File: config.mk
export PLATFORM = sky130hd
export DESIGN_NAME = ysyx_220053_ifu_fetch
export DESIGN_NICKNAME = d
export VERILOG_FILES = /design/src/rtl/ysyx_220053_ifu_fetch.sv
export SDC_FILE = /design/constraint.sdc
export NUM_CORES = 1
export LEC_CHECK = 0
export ABC_AREA = 1
export BUFFER_PORTS_ARGS = -buffer_cell sky130_fd_sc_hd__buf_2
export CAP_MARGIN = 15
export CORE_MARGIN = 5
export CORE_UTILIZATION = 47
export DETAILED_ROUTE_END_ITERATION = 12
export PLACE_DENSITY = 0.71
export SLEW_MARGIN = 20
export SYNTH_ARGS = -nofsm -noshare
export SYNTH_HDL_FRONTEND = slang
export SYNTH_SLANG_ARGS = --single-unit
export TNS_END_PERCENT = 50
File: constraint.sdc
create_clock -name clk -period 17.1 [get_ports clk]
set_input_delay 1.71 -clock clk [delete_from_list [all_inputs] [get_ports clk]]
set_output_delay 1.71 -clock clk [all_outputs]
set_load 0.05 [all_outputs]
File: src/rtl/ysyx_220053_ifu_fetch.sv
// ysyx_220053_ifu_fetch
//
// Instruction fetch unit. It holds the fetch PC and issues one word request
// at a time over a valid/ready instruction-memory port. Returned words go
// into a small circular fetch queue, which is presented to decode over a
// valid/ready handshake. A redirect flushes the queue, reloads the PC and
// squashes any response that is still in flight.
//
// Build option:
//   YSYX_IFU_MISALIGN_TRAP_EN - when defined, a fetch from a PC with
//   pc[1:0] != 0 sends no memory request. A faulting entry {pc, 0, err=1}
//   is queued instead, and fetch halts until the next redirect.
//
// Ports:
//   clk, rst                    - core clock, synchronous active-high reset
//   imem_req_valid/ready/addr   - fetch request channel (addr = current PC)
//   imem_resp_valid/data/err    - single-cycle response pulse, always taken
//   redirect_valid/pc           - flush and restart fetch at redirect_pc
//   out_valid/ready             - decode handshake on the queue head
//   out_pc/inst/err             - contents of the queue head
module ysyx_220053_ifu_fetch #(
  parameter int              XLEN     = 64,
  parameter logic [XLEN-1:0] RESET_PC = 64'h8000_0000,
  parameter int              FQ_DEPTH = 2
) (
  input  logic            clk,
  input  logic            rst,
  output logic            imem_req_valid,
  input  logic            imem_req_ready,
  output logic [XLEN-1:0] imem_req_addr,
  input  logic            imem_resp_valid,
  input  logic [31:0]     imem_resp_data,
  input  logic            imem_resp_err,
  input  logic            redirect_valid,
  input  logic [XLEN-1:0] redirect_pc,
  output logic            out_valid,
  input  logic            out_ready,
  output logic [XLEN-1:0] out_pc,
  output logic [31:0]     out_inst,
  output logic            out_err
);

  localparam int PTR_W = $clog2(FQ_DEPTH);
  localparam int CNT_W = PTR_W + 1;

  typedef enum logic [1:0] {S_REQ, S_WAIT, S_DROP, S_HALT} state_t;

  state_t            state_reg;
  logic [XLEN-1:0]   pc_reg;
  logic [PTR_W-1:0]  head_reg;
  logic [PTR_W-1:0]  tail_reg;
  logic [CNT_W-1:0]  count_reg;

  logic [XLEN-1:0]   fq_pc_reg   [FQ_DEPTH];
  logic [31:0]       fq_inst_reg [FQ_DEPTH];
  logic              fq_err_reg  [FQ_DEPTH];

  logic              has_space;
  logic              issue_slot;
  logic              misaligned;
  logic              req_fire;
  logic              resp_push;
  logic              trap_push;
  logic              push;
  logic              pop;
  logic              outstanding;
  logic [31:0]       push_inst;
  logic              push_err;

`ifdef YSYX_IFU_MISALIGN_TRAP_EN
  assign misaligned = (pc_reg[1:0] != 2'b00);
`else
  assign misaligned = 1'b0;
`endif

  // The queue must have room before a request is issued. That guarantees a
  // push never finds it full.
  assign has_space  = (count_reg < CNT_W'(FQ_DEPTH));
  assign issue_slot = (state_reg == S_REQ) && has_space;

  assign imem_req_valid = !rst && issue_slot && !misaligned;
  assign imem_req_addr  = pc_reg;
  assign req_fire       = imem_req_valid && imem_req_ready;

  assign resp_push = (state_reg == S_WAIT) && imem_resp_valid;
  assign trap_push = issue_slot && misaligned;

  // A redirect flushes the queue, so it overrides both push and pop.
  assign push = !redirect_valid && (resp_push || trap_push);
  assign pop  = !redirect_valid && out_valid && out_ready;

  assign push_inst = trap_push ? 32'h0 : imem_resp_data;
  assign push_err  = trap_push ? 1'b1  : imem_resp_err;

  // A request is still owed a response if it was accepted earlier and no
  // response is arriving now, or if it is being accepted this cycle.
  assign outstanding = (((state_reg == S_WAIT) || (state_reg == S_DROP)) && !imem_resp_valid)
                       || req_fire;

  always_ff @(posedge clk) begin
    if (rst) begin
      state_reg <= S_REQ;
      pc_reg    <= RESET_PC;
      head_reg  <= '0;
      tail_reg  <= '0;
      count_reg <= '0;
    end else if (redirect_valid) begin
      pc_reg    <= redirect_pc;
      head_reg  <= '0;
      tail_reg  <= '0;
      count_reg <= '0;
      state_reg <= outstanding ? S_DROP : S_REQ;
    end else begin
      case (state_reg)
        S_REQ: begin
          if (trap_push) begin
            state_reg <= S_HALT;
          end else if (req_fire) begin
            state_reg <= S_WAIT;
          end
        end
        S_WAIT: begin
          if (imem_resp_valid) begin
            pc_reg    <= pc_reg + XLEN'(4);
            state_reg <= imem_resp_err ? S_HALT : S_REQ;
          end
        end
        S_DROP: begin
          if (imem_resp_valid) begin
            state_reg <= S_REQ;
          end
        end
        S_HALT: begin
          state_reg <= S_HALT;
        end
        default: state_reg <= S_REQ;
      endcase

      if (push) begin
        tail_reg <= tail_reg + PTR_W'(1);
      end
      if (pop) begin
        head_reg <= head_reg + PTR_W'(1);
      end
      count_reg <= count_reg + CNT_W'(push) - CNT_W'(pop);
    end
  end

  // Queue storage. It has no reset because the valid state lives entirely in
  // count_reg.
  generate
    for (genvar gi = 0; gi < FQ_DEPTH; gi++) begin : g_fq
      always_ff @(posedge clk) begin
        if (push && (tail_reg == PTR_W'(gi))) begin
          fq_pc_reg[gi]   <= pc_reg;
          fq_inst_reg[gi] <= push_inst;
          fq_err_reg[gi]  <= push_err;
        end
      end
    end
  endgenerate

  assign out_valid = !rst && (count_reg != '0);
  assign out_pc    = fq_pc_reg[head_reg];
  assign out_inst  = fq_inst_reg[head_reg];
  assign out_err   = fq_err_reg[head_reg];

endmodule

==> results.md <==
Status:
- The run finished with clean final reports.

Setup path:
- The maximum net fanout on the critical path is 62.
- STA classifies the critical path startpoint as an input port.
- Data arrives at the worst endpoint at 2740 ps.
- The worst setup path endpoint is imem_req_valid.
- The startpoint of the most critical setup path is rst.
- The endpoint of the worst-slack reg-to-reg timing path is fq_inst_reg[1][25].
- The endpoint type of the worst setup path is a primary output.
- The start-to-end type of the worst setup path is input port to primary output.
- For flop-to-flop paths, the worst setup slack is 14,300 ps.
- The startpoint of the most critical register-to-register path is state_reg[1].
- The number of cells on the worst reg-to-reg path is 7.
- The data required time at the worst endpoint is 15,390 ps.

Synth:
- In the synthesized netlist the async set-or-reset flop fraction comes to 0%.
- The sequential area share after synthesis is 60.0%.
- During synthesis, Yosys emitted a total of 0 warnings.
- Counting flops and latches in the post-synthesis netlist gives 265.
- The post-synthesis cell count is 1,155.
- The top cell type by total area after synthesis is edfxtp_1.
- The unique cell type count in the Yosys netlist is 44.
- Yosys mapped a number of flops with a built-in enable equal to 194.
- In this run the biggest area consumer among cell types represents 48.2% of the synthesized area.
- The post-synth design cell area is 12,100 um^2.
- Sorting the synthesized cells by area gives the leading types as edfxtp_1 48%, dfxtp_1 12%, mux2_2 9.0%, nand2_1 7.8%, inv_1 3.4%.
- The leading register cell type out of synthesis is edfxtp_1.
- The average instance area after synthesis is 10.5 um^2.
- The number of nets in the synthesized netlist is 1,265.

STA:
- For the pin with the worst max-slew slack, the measured transition is 909 ps.
- In the final timing run, aggregate negative setup slack is 0 ps.
- The count of final max-slew check failures is 0.
- After layout, the worst path uses 26.0% of the clock period.
- Setup repair after global routing left no endpoint under its margin.
- The number of failing hold endpoints at the final stage is 0.
- Headroom to the max-slew limit came out at 39.3%.
- For this run, the top clock speed supported by timing is 225 MHz.
- The clock skew after layout is 14.6 ps.
- The clock period minus final worst setup slack is 4450 ps.
- Final hold analysis gives a worst-case slack of 487 ps.
- The setup-violating endpoint count in the final report is 0.

Global route:
- After global routing the overflow that remains totals 0.
- The number of global-route vias before repair is 9,208.
- The first global-routing pass estimated 51,500 um of wire.
- Global routing used 22.6% of the available tracks across all layers.
- The initial antenna violation count came to 0.
- Entering global routing, the biggest net connects 67 pins.

Route:
- After detailed routing, the average wire length per cell comes to 18.9 um.
- The detailed router finished its first iteration with 656 violations.
- The detailed-route DRC error count is 0.
- The detail route stage leaves a number of antenna-violating nets equal to 0.
- The number of detailed-route iterations in the first pass is 6.
- The final wirelength is 33,500 um.
- Dividing the detail-routed via count by the number of cells gives 5.28.
- The overall via count from detail_route is 9,348.

Worst hold path:
- The type of the most critical hold path is flip-flop to flip-flop.
- The cell count of the worst hold path is 2.

Clock network:
- The quantity of hold-fixing buffers added after cts is 0.
- The post-cts repair resize count is 0.
- Clock tree synthesis inserted a total of 28 buffers.
- TritonCTS built the clock tree.
- For this design, the sink count on the clock tree is 265.
- The number of buffers between clock root and the deepest sink is 3.
- Clock latency on the worst-skew pair, taken at its later pin, is 550 ps.
- Clock-pin slew was measured on the worst setup and hold paths at 60 ps.
- In this run the post-CTS setup repair buffer count came out at 0.
- The H-tree depth reported by CTS is 1.
- The root buffer cell chosen for the clock tree is clkbuf_16.

Final layout:
- Of the cells placed in the final design, the portion with a size suffix greater than 1 is 32.6%.
- The number of antenna diodes in the final layout is 0.
- After routing the design area is 14,600 um^2.
- In the final design database the tool counted 1,531 nets.
- The register with the most flip-flops in the layout has 128 of them.
- For this run, the number of standard cells in the final layout without fillers is 1,772.
- The area growth from synthesis to layout is 20.6%.
- Counting the fill cells in the layout gives 2,193.

Pwr:
- The power density of the placed cells is 96.4 nW/um^2.
- The worst vdd rail ir drop is 0.0650 mV.
- In this run the static leakage power is 5.69 nW.

Placement:
- The count of placed standard cells including taps is 1,721.
- After detailed placement, the total cell area comes to 13,700 um^2.
- The global placement routability congestion is 0.915.
- The post-detailed-placement half-perimeter wirelength is 23,900 um.
- The number of buffers added on ports is 265.

Floorplan:
- The die outline area is 29,000 um^2.
- The number of I/O pins is 266.
- The overall die height is 170 um.
- The initial core utilization is 47.9%.
- The core region is 25,300 um^2.
- In this run the core area contains 58 standard-cell rows.
- The floorplan step set the die width to 170 um.

Job:
- The number of violations of the max-capacitance limit is 0.
-- layout make-up --
| cell class | count | area [um^2] | area share (%) |
|---|---|---|---|
| inverters | 114 | 428 | 2.93 |
| multi-input cells | 738 | 4240 | 29.0 |
| well taps | 330 | 413 | 2.83 |
| clock inverters | 13 | 91.3 | 0.626 |
| repair buffers | 274 | 1390 | 9.56 |
| clock buffers | 38 | 768 | 5.27 |
| flip-flops and latches | 265 | 7250 | 49.7 |
-- worst max-delay path, stage by stage --
cell and delay, ps:
buf_2 70, buf_4 580, nor3_1 120, buf_2 250
-- cell usage after synthesis, drive strengths merged (4+ instances only) --
library cell / instances
nand2: 264
edfxtp: 194
nor2: 122
inv: 114
mux2: 97
dfxtp: 71
nand3: 65
o21ai: 52
a21oi: 47
clkbuf: 23
a31oi: 21
buf: 14
nand4: 12
nor3: 11
xnor2: 10
ha: 7
xor2: 5
or2: 4
-- kinds of logic after synthesis --
family,after synthesis,share of synthesized area [%]
fa+ha+maj,7,0.725
compound gates,138,6.41
simple gates,481,17.6
flops,265,60.0
mux,97,9.04
buf+inv,152,5.14
xor+xnor,15,1.09
-- report_power, final --
| part | switching, W | internal (W) | leakage [nW] |
|---|---|---|---|
| Combinational | 0.0000841 | 0.0000322 | 2.89 |
| Clock | 0.000249 | 0.000317 | 0.420 |
| Sequential | 0.0000214 | 0.000702 | 2.38 |
-- per-layer routing --
metal	vias up	global-route usage, %	routed length, um
met1	4448	31.6	14500
met4	0	5.69	667
met2	377	36.7	15500
met5	-	0	0
met3	44	4.13	2760
li1	4479	-	-
-- worst min-delay path by stage --
stage	from	endpoint
2_1_floorplan	head_reg	flip-flop
3_3_place_gp	imem_req_addr[1]	fq_pc_reg[0][1]
3_5_place_dp	imem_req_addr[1]	fq_pc_reg[0][1]
4_1_cts	head_reg	flip-flop
5_1_grt	imem_req_addr[0]	fq_pc_reg[1][0]
6_report	head_reg	flip-flop
-- cells in the final DEF, fill, tap and decap left out, drive strengths merged, types with 2 or more instances in the layout --
cell type  count
o21bai         3
clkbuf        38
nand2        264
nor3          11
inv          116
and2           2
nand3         65
a21oi         47
xor2           5
a22oi          2
a31oi         21
mux2          97
buf          274
nand4         12
xnor2         10
edfxtp       194
nor2         122
a32oi          3
clkinv         9
dfxtp         71
clkinvlp       2
ha             7
o21ai         52
a22o           3
o211ai         3
or2            4
-- through the flow --
stage / power [W] / utilization (%) / setup WS (ps)
detailed placement: 0.000854 / 54.3 / 12650
global placement: 0.000851 / 54.3 / 12640
CTS: 0.00142 / 57.7 / 12630
finish: 0.00141 / 57.7 / 12650
global route: 0.00146 / 57.7 / 12560
floorplan: 0.000810 / - / 10190
Power figures use the tool's default switching activity.
